===== src/rtl/symbol_packer_pkg.sv =====
// Shared types for the symbol packer: symbol width, symbol type and the
// accumulator FSM encoding.
package symbol_packer_pkg;
   localparam int SYM_W         = 2;
   localparam int SYMS_PER_WORD = 4;
   localparam int CNT_W         = 8;

   typedef logic [SYM_W-1:0] sym_t;

   typedef enum logic {
      ACC_EMPTY,
      ACC_PARTIAL
   } acc_state_t;
endpackage


===== src/rtl/symbol_packer_word_out_reg.sv =====
// One-entry valid/ready holding register. A load into an occupied entry that
// is not draining on the same edge is dropped and latches a sticky overflow.
module word_out_reg #(
   parameter int WORD_W = 8,
   parameter int CNT_W  = 8
) (
   input  logic              clk,
   input  logic              reset,
   input  logic              load_i,
   input  logic [WORD_W-1:0] word_i,
   input  logic              ready_i,
   output logic [WORD_W-1:0] word_o,
   output logic              valid_o,
   output logic              overflow_o,
   output logic [CNT_W-1:0]  count_o
);
   logic [WORD_W-1:0] word_q, word_d;
   logic              valid_q, valid_d;
   logic              ovf_q, ovf_d;
   logic [CNT_W-1:0]  cnt_q, cnt_d;
   logic              deliver;

   always_ff @(posedge clk) begin
      if (reset) begin
         word_q  <= '0;
         valid_q <= 1'b0;
         ovf_q   <= 1'b0;
         cnt_q   <= '0;
      end else begin
         word_q  <= word_d;
         valid_q <= valid_d;
         ovf_q   <= ovf_d;
         cnt_q   <= cnt_d;
      end
   end

   always_comb begin
      word_d  = word_q;
      valid_d = valid_q;
      ovf_d   = ovf_q;
      cnt_d   = cnt_q;
      deliver = valid_q && ready_i;
      if (deliver) begin
         valid_d = 1'b0;
         cnt_d   = cnt_q + 1'b1;
      end
      // A drain on the same edge frees the entry, so back-to-back words never bubble.
      if (load_i) begin
         if (!valid_q || deliver) begin
            word_d  = word_i;
            valid_d = 1'b1;
         end else begin
            ovf_d = 1'b1;
         end
      end
   end

   assign word_o     = word_q;
   assign valid_o    = valid_q;
   assign overflow_o = ovf_q;
   assign count_o    = cnt_q;
endmodule


===== src/rtl/symbol_packer.sv =====
// Packs detector symbols LSB-first into words and hands them to a one-entry
// output register. Intake is never stalled.
//   state       | meaning
//   ACC_EMPTY   | slot == 0, accumulator clear
//   ACC_PARTIAL | 0 < slot < SYMS_PER_WORD
module symbol_packer #(
   parameter int SYM_W         = symbol_packer_pkg::SYM_W,
   parameter int SYMS_PER_WORD = symbol_packer_pkg::SYMS_PER_WORD,
   parameter int CNT_W         = symbol_packer_pkg::CNT_W
) (
   input  logic                           clk,
   input  logic                           reset,
   input  logic [SYM_W-1:0]               sym_in,
   input  logic                           sym_valid,
   input  logic                           flush,
   output logic [SYM_W*SYMS_PER_WORD-1:0] word_out,
   output logic                           word_valid,
   input  logic                           word_ready,
   output logic                           overflow,
   output logic [CNT_W-1:0]               word_count
);
   import symbol_packer_pkg::*;

   localparam int WORD_W = SYM_W * SYMS_PER_WORD;
   localparam int SLOT_W = $clog2(SYMS_PER_WORD);
   localparam logic [SLOT_W:0] FULL = (SLOT_W+1)'(SYMS_PER_WORD);

   acc_state_t        state_q, state_d;
   logic [SLOT_W-1:0] slot_q, slot_d;
   logic [WORD_W-1:0] acc_q, acc_d, acc_eff;
   logic [SLOT_W:0]   slot_eff;
   logic              done;
   int                idx;

   always_ff @(posedge clk) begin
      if (reset) begin
         state_q <= ACC_EMPTY;
         slot_q  <= '0;
         acc_q   <= '0;
      end else begin
         state_q <= state_d;
         slot_q  <= slot_d;
         acc_q   <= acc_d;
      end
   end

   always_comb begin
      acc_eff  = acc_q;
      slot_eff = {1'b0, slot_q};
      idx      = int'(slot_q) * SYM_W;
      if (sym_valid) begin
         acc_eff[idx +: SYM_W] = sym_in;
         slot_eff              = slot_eff + 1'b1;
      end
      // Unfilled positions are already zero because the accumulator clears on every completion.
      done    = (slot_eff == FULL) || (flush && (state_q == ACC_PARTIAL || sym_valid));
      acc_d   = done ? '0 : acc_eff;
      slot_d  = done ? '0 : slot_eff[SLOT_W-1:0];
      state_d = (slot_d == '0) ? ACC_EMPTY : ACC_PARTIAL;
   end

   word_out_reg #(
      .WORD_W (WORD_W),
      .CNT_W  (CNT_W)
   ) u_word_out_reg (
      .clk        (clk),
      .reset      (reset),
      .load_i     (done),
      .word_i     (acc_eff),
      .ready_i    (word_ready),
      .word_o     (word_out),
      .valid_o    (word_valid),
      .overflow_o (overflow),
      .count_o    (word_count)
   );
endmodule


===== config.mk =====
export PLATFORM = sky130hd
export DESIGN_NAME = symbol_packer
export DESIGN_NICKNAME = d
export VERILOG_FILES = /design/src/rtl/symbol_packer_pkg.sv /design/src/rtl/symbol_packer_word_out_reg.sv /design/src/rtl/symbol_packer.sv
export SDC_FILE = /design/constraint.sdc
export NUM_CORES = 1
export LEC_CHECK = 0
export ABC_AREA = 1
export ABC_CLOCK_PERIOD_IN_PS = 2670
export BUFFER_PORTS_ARGS = -buffer_cell sky130_fd_sc_hd__buf_2
export CAP_MARGIN = 30
export CORE_ASPECT_RATIO = 2
export CORE_MARGIN = 2
export CORE_UTILIZATION = 45
export DETAILED_ROUTE_END_ITERATION = 6
export PLACE_DENSITY = 0.67
export SYNTH_ARGS = -nofsm -noshare
export SYNTH_HDL_FRONTEND = slang
export SYNTH_SLANG_ARGS = --single-unit

===== constraint.sdc =====
create_clock -name clk -period 2.67 [get_ports clk]
set_input_delay 0 -clock clk [delete_from_list [all_inputs] [get_ports clk]]
set_output_delay 0 -clock clk [all_outputs]
set_load 0.01 [all_outputs]

==> metrics.csv, run 1 <==
stage;metric;value;unit
synth;Net Count, Synth;205;
timing;setup ws final;0.926;ns
synth;mapped cell area;1390;um2
setup_path;Reg2Reg Capture Point;u_word_out_reg.word_o[2];
power;net load switching power;258;uW
clock_network;Sinks on Clock Net;29;
timing;unrepaired setup endpoints after global routing;no;
floorplanning;Die Y-Extent;82.5;um
power;Leakage Power;0.800;nW
timing;worst hold margin;0.0242;ns
detailed_routing;number of design-rule violations left by the first detailed-router iteration;15;
synth;post-synth top area share;0.419;
grt;pin count of the biggest net entering global routing;17;
synth;most frequent cells after synthesis;sky130_fd_sc_hd__nand2_1 (47), sky130_fd_sc_hd__nor2_1 (30), sky130_fd_sc_hd__dfxtp_1 (29);
setup_path;r2r startpoint;slot_q[0];
timing;slew at the pin closest to its max-slew limit;0.471;ns
place;count of port buffers added during placement;24;
power;part of the total power dissipated in combinational logic;0.133;
synth;Syn. warnings;0;
place;final weighted congestion of routability-driven global placement;0.829;
setup_path;length in cells of the worst reg-to-reg path;11;
clock_network;number of buffers inserted during clock tree synthesis;5;
setup_path;worst setup path end;u_word_out_reg.word_o[2];
power;Net Sw Frac;0.277;
synth;fraction of the yosys area taken by sequential cells;0.419;
worst_hold_path;Hold Crit Class;in -> reg;
timing;Setup Skew;0.00445;ns
synth;area leader, netlist;sky130_fd_sc_hd__dfxtp_1;
setup_path;startpoint types;register;
run_status;run status;complete, no violations;
timing;slew margin rel.;0.686;
grt;via count of the first global-routing pass;1173;
detailed_routing;post-route DRC violation count;0;
clock_network;CTS Root Buffer Type;sky130_fd_sc_hd__clkbuf_8;
finish;share of cells above drive strength 1;0.199;
detailed_routing;number of nets still failing antenna checks after routing;0;
finish;number of inserted filler cells in the final layout;307;
power;Power Density;579;nW/um2
timing;final hold vios;0;
setup_path;worst-case register-to-register setup slack;0.93;ns
floorplanning;effective utilization at floorplan;0.471;
timing;Final Max Tran Viols;0;
floorplanning;die width;43.2;um
setup_path;endpoint arrival time on the critical path;1.96;ns
synth;Main synth FF type;sky130_fd_sc_hd__dfxtp_1;
synth;ranking of synthesized cells by area;sky130_fd_sc_hd__dfxtp_1 (42%), sky130_fd_sc_hd__nand2_1 (13%), sky130_fd_sc_hd__nor2_1 (8.1%), sky130_fd_sc_hd__inv_1 (6.8%), sky130_fd_sc_hd__ha_1 (5.4%);
setup_path;Crit path required time;2.89;ns
timing;Final setup violation count;0;
floorplanning;I/O pins;25;
clock_network;buffer levels on the longest clock path;2;
finish;synthesis-to-layout area growth;16.1;%
detailed_routing;via count of the routed design;1233;
grt;antenna violations before repair;0;
clock_network;Clk pin slew, worst setup/hold paths;0.06;ns
timing;Period Utilization, post-route;0.653;
floorplanning;count of standard-cell rows;28;
place;HPWL Detailed;2260;um
clock_network;TritonCTS clock tree;built;
synth;count of flip-flops with a built-in enable after synthesis;0;
power;sum of internal, switching and leakage power;932;uW
setup_path;Worst Path Max Fanout;16;
grt;total global routing overflow;0;
grt;wire length of the first global-routing pass;4780;um
place;worst slack, placed;0.937;ns
detailed_routing;wirelength, routed;2840;um
flow_run;count of max-cap constraint violations;0;
floorplanning;DIE AREA;3560;um2
finish;utilization of the core after routing;0.546;
power;internal power component;674;uW
timing;Max Fclk;574;MHz
setup_path;nature of the critical path endpoint;register;
synth;distinct cell type count after synthesis;21;
synth;Async SR Flop Fraction;0;
detailed_routing;DR pass1 iterations;4;
grt;overall routing resource usage;0.184;
synth;Gate Count Post-Synth;192;
power;VDD IR-drop max;0.000392;V
setup_path;critical path type;reg -> reg;
setup_path;start point of the critical path;slot_q[0];
finish;area of the multi-input gates;672;um2
timing;Setup Total Neg Slack;0;ns
finish;FF/Latch Area;581;um2
finish;Antenna Diode Count;0;
clock_network;number of H-tree levels;2;
clock_network;clock latency reported for the late side of the worst-skew pair;0.28;ns
finish;post-layout net count;233;
floorplanning;placeable core region;2940;um2
detailed_routing;routed wire length per instance;11.3;um
synth;flip-flop and latch count after synthesis;29;
synth;average instance area after synthesis;7.21;um2
power;proportion of power drawn by the clock network;0.371;
timing;clock period minus worst slack;1.74;ns
power;power share of the sequential group;0.496;
synth;most repeated cell in the gate-level netlist after synthesis;sky130_fd_sc_hd__nand2_1;
worst_hold_path;HP Start;word_ready;
detailed_routing;routed via count divided by cell count;4.91;
[critical path: stages (launching register included)]
cell and delay, ns:
sky130_fd_sc_hd__dfxtp_1 0.45, sky130_fd_sc_hd__inv_2 0.12, sky130_fd_sc_hd__ha_1 0.34, sky130_fd_sc_hd__inv_1 0.10, sky130_fd_sc_hd__nand2_2 0.06, sky130_fd_sc_hd__nand2_2 0.11
sky130_fd_sc_hd__nand2_4 0.06, sky130_fd_sc_hd__nand2_4 0.09, sky130_fd_sc_hd__nand2_4 0.12, sky130_fd_sc_hd__nand2_1 0.08, sky130_fd_sc_hd__nand2_1 0.05, sky130_fd_sc_hd__nor2_1 0.10
[layout by cell type, fill, tap and decap left out, types with 2 or more instances in the layout]
cell type                  Yosys  routed
sky130_fd_sc_hd__a21oi_1       6       6
sky130_fd_sc_hd__buf_2         1      24
sky130_fd_sc_hd__clkbuf_8      0       5
sky130_fd_sc_hd__clkinv_2      0       2
sky130_fd_sc_hd__dfxtp_1      29      29
sky130_fd_sc_hd__ha_1          6       6
sky130_fd_sc_hd__inv_1        25      25
sky130_fd_sc_hd__inv_2         2       2
sky130_fd_sc_hd__nand2_1      47      47
sky130_fd_sc_hd__nand2_2       4       4
sky130_fd_sc_hd__nand2_4       4       4
sky130_fd_sc_hd__nand3_1      12      12
sky130_fd_sc_hd__nand4_1       3       3
sky130_fd_sc_hd__nor2_1       30      30
sky130_fd_sc_hd__nor2b_1       2       2
sky130_fd_sc_hd__nor3_1        2       2
sky130_fd_sc_hd__nor3b_1       5       5
sky130_fd_sc_hd__o21ai_0       8       8
[through the flow]
| step | cells | cell area, um2 |
|---|---|---|
| final | 251 | 1610 |
| after CTS | 251 | 1610 |
| after floorplan | 192 | 1390 |
| after detailed placement | 242 | 1510 |
| after global routing | 251 | 1610 |
| after global placement | 242 | 1510 |
[metal layers]
layer  track usage  up-vias  part of all wire
met5             0        -                 0
met4         0.164        0             0.065
met3        0.0326       14             0.034
met2         0.331       27              0.55
met1         0.167      547              0.36
li1              -      645                 -
[final cells by class]
class | count | share of cell area
repair buffers | 25 | 0.0809
flip-flops and latches | 29 | 0.361
inverters | 27 | 0.0630
multi-input cells | 132 | 0.418
clock buffers | 5 | 0.0428
clock inverters | 3 | 0.0109
well taps | 30 | 0.0233
[kinds of logic after synthesis]
| kind of cell | count (synthesis) | synth area share |
|---|---|---|
| flip-flops | 29 | 0.419 |
| AO/OA/AOI/OAI | 15 | 0.0569 |
| AND/OR/NAND/NOR | 110 | 0.368 |
| buffers and inverters | 31 | 0.0957 |
| XOR/XNOR | 1 | 0.00632 |
| adder cells (fa/ha/maj) | 6 | 0.0542 |
[repair_timing]
item,CTS,global route
gates resized for setup,0,0
setup buffers,0,0
endpoints found under the hold margin,2,0
hold buffers,1,0
[worst min path at each step]
stage | slack [ns] | cells past startpoint | to
6_report | 0.02 | 4 | u_word_out_reg.overflow_o
5_1_grt | 0.05 | 4 | u_word_out_reg.overflow_o
4_1_cts | 0.02 | 4 | u_word_out_reg.overflow_o
3_5_place_dp | 0.29 | 2 | u_word_out_reg.count_o[5]
3_3_place_gp | 0.29 | 2 | u_word_out_reg.count_o[5]
2_1_floorplan | 0.17 | 2 | acc_q[0]
[flip-flops by register name (all words and copies together) (netlist names)]
name,flops
acc_q,8
slot_q,2
state_q,1
u_word_out_reg.count_o,8
u_word_out_reg.overflow_o,1
u_word_out_reg.valid_o,1
u_word_out_reg.word_o,8
[power by group through the flow]
stage               registers (mW)  clock network (mW)  logic [mW]
floorplan                    0.477                   0      0.0860
global placement             0.472                   0       0.123
detailed placement           0.472                   0       0.124
CTS                          0.462               0.358       0.126
global route                 0.464               0.372       0.144
finish                       0.462               0.346       0.124
Note: power is estimated with default switching activity, not from simulation.
==> run 2, diff against run 1 <==
Settings changed: ABC_CLOCK_PERIOD_IN_PS 2670 to 1770.
Clock period 2.67 ns to 1.77 ns, I/O delays scaled along.
==> metrics.csv, run 2 (synthesis results as in run 1) <==
stage;metric;value;unit
run_status;run status;complete, no violations;
power;Leakage Power;0.807;nW
timing;Setup Total Neg Slack;0;ns
timing;Final setup violation count;0;
timing;Final Max Tran Viols;0;
place;count of port buffers added during placement;24;
timing;Setup Skew;0.00137;ns
grt;via count of the first global-routing pass;1092;
timing;slew at the pin closest to its max-slew limit;0.330;ns
clock_network;CTS Root Buffer Type;sky130_fd_sc_hd__clkbuf_8;
detailed_routing;routed wire length per instance;11.2;um
setup_path;Crit path required time;1.98;ns
timing;slew margin rel.;0.778;
clock_network;count of hold-fix buffers inserted at cts;0;
timing;clock period minus worst slack;1.63;ns
power;sum of internal, switching and leakage power;1.42;mW
setup_path;start point of the critical path;slot_q[1];
detailed_routing;post-route DRC violation count;0;
power;Power Density;882;nW/um2
worst_hold_path;number of instances on the worst hold path;2;
finish;most common library cell in the layout ignoring fill and taps;sky130_fd_sc_hd__nand2_1;
clock_network;number of buffers added for setup after CTS;0;
detailed_routing;wirelength, routed;2800;um
floorplanning;effective utilization at floorplan;0.471;
place;final weighted congestion of routability-driven global placement;0.823;
grt;wire length of the first global-routing pass;4700;um
finish;Antenna Diode Count;0;
timing;Period Utilization, post-route;0.919;
clock_network;Clk pin slew, worst setup/hold paths;0.06;ns
floorplanning;DIE AREA;3560;um2
clock_network;number of H-tree levels;2;
setup_path;nature of the critical path endpoint;register;
clock_network;Sinks on Clock Net;29;
setup_path;Worst Path Max Fanout;16;
clock_network;clock latency reported for the late side of the worst-skew pair;0.27;ns
power;VDD IR-drop max;0.000612;V
grt;overall routing resource usage;0.178;
detailed_routing;number of design-rule violations left by the first detailed-router iteration;12;
timing;final hold vios;0;
worst_hold_path;Hold Crit Class;in -> reg;
setup_path;startpoint types;register;
floorplanning;die width;43.2;um
floorplanning;placeable core region;2940;um2
floorplanning;I/O pins;25;
clock_network;number of buffers inserted during clock tree synthesis;5;
finish;FF/Latch Area;581;um2
setup_path;r2r startpoint;slot_q[1];
finish;number of inserted filler cells in the final layout;317;
clock_network;Post-CTS Resized;0;
grt;pin count of the biggest net entering global routing;17;
setup_path;endpoint arrival time on the critical path;1.83;ns
finish;share of cells above drive strength 1;0.199;
worst_hold_path;HP Start;reset;
finish;synthesis-to-layout area growth;16.4;%
floorplanning;Die Y-Extent;82.5;um
finish;area of the multi-input gates;672;um2
timing;Max Fclk;615;MHz
detailed_routing;number of nets still failing antenna checks after routing;0;
finish;post-layout net count;234;
detailed_routing;DR pass1 iterations;4;
floorplanning;count of standard-cell rows;28;
setup_path;critical path type;reg -> reg;
flow_run;count of max-cap constraint violations;0;
grt;antenna violations before repair;0;
setup_path;length in cells of the worst reg-to-reg path;11;
grt;total global routing overflow;0;
timing;unrepaired setup endpoints after global routing;no;
place;HPWL Detailed;2240;um
detailed_routing;via count of the routed design;1225;
finish;commonest cells after routing, fill and taps aside;sky130_fd_sc_hd__nand2_1 (47), sky130_fd_sc_hd__nor2_1 (30), sky130_fd_sc_hd__dfxtp_1 (29);
clock_network;buffer levels on the longest clock path;2;
clock_network;TritonCTS clock tree;built;
detailed_routing;routed via count divided by cell count;4.88;
run 2: worst max-delay path, stage by stage, from the launching register on:
cell,delay (ns)
sky130_fd_sc_hd__dfxtp_1,0.35
sky130_fd_sc_hd__inv_1,0.09
sky130_fd_sc_hd__ha_1,0.31
sky130_fd_sc_hd__inv_1,0.09
sky130_fd_sc_hd__nand2_2,0.06
sky130_fd_sc_hd__nand2_2,0.12
sky130_fd_sc_hd__nand2_4,0.07
sky130_fd_sc_hd__nand2_4,0.09
sky130_fd_sc_hd__nand2_4,0.12
sky130_fd_sc_hd__nand2_1,0.09
sky130_fd_sc_hd__nand2_1,0.04
sky130_fd_sc_hd__nor2_1,0.10
run 2: routing by layer:
metal  GRT usage  vias up  wire (um)
met3      0.0435       11        117
li1            -      645          -
met2       0.327       29       1510
met1       0.170      540       1060
met5           0        -          0
met4       0.112        0        107
run 2: through the flow:
| stage | cell area (um2) | hold slack (ns) | worst slack, ns | utilization | instances |
|---|---|---|---|---|---|
| finish | 1610 | 0.00919 | 0.144 | 0.548 | 251 |
| global route | 1610 | 0.0108 | 0.0214 | 0.548 | 251 |
| CTS | 1610 | 0.00233 | 0.138 | 0.548 | 251 |
| detailed placement | 1530 | 0.293 | 0.162 | 0.519 | 244 |
| global placement | 1530 | 0.285 | 0.208 | 0.519 | 244 |
| floorplan | 1390 | 0.169 | 0.118 | - | 192 |
run 2: power breakdown:
group          switching (mW)  total [mW]  internal [mW]  leakage, nW
registers              0.0152       0.696          0.680        0.236
clock network           0.228       0.536          0.307       0.0443
logic                   0.123       0.192         0.0686        0.526
run 2: layout make-up:
class	count	area share
Clock buffer	7	0.0535
Inverter	27	0.0628
Multi-Input combinational cell	132	0.417
Sequential cell	29	0.360
Tap cell	30	0.0233
Timing Repair Buffer	26	0.0838
run 2: final timing paths:
| path | endpoint | slack [ns] |
|---|---|---|
| min | u_word_out_reg.overflow_o | 0.009 |
| max reg2reg | u_word_out_reg.word_o[5] | 0.14 |
| min reg2reg | u_word_out_reg.overflow_o | 0.45 |
| max | u_word_out_reg.word_o[5] | 0.14 |
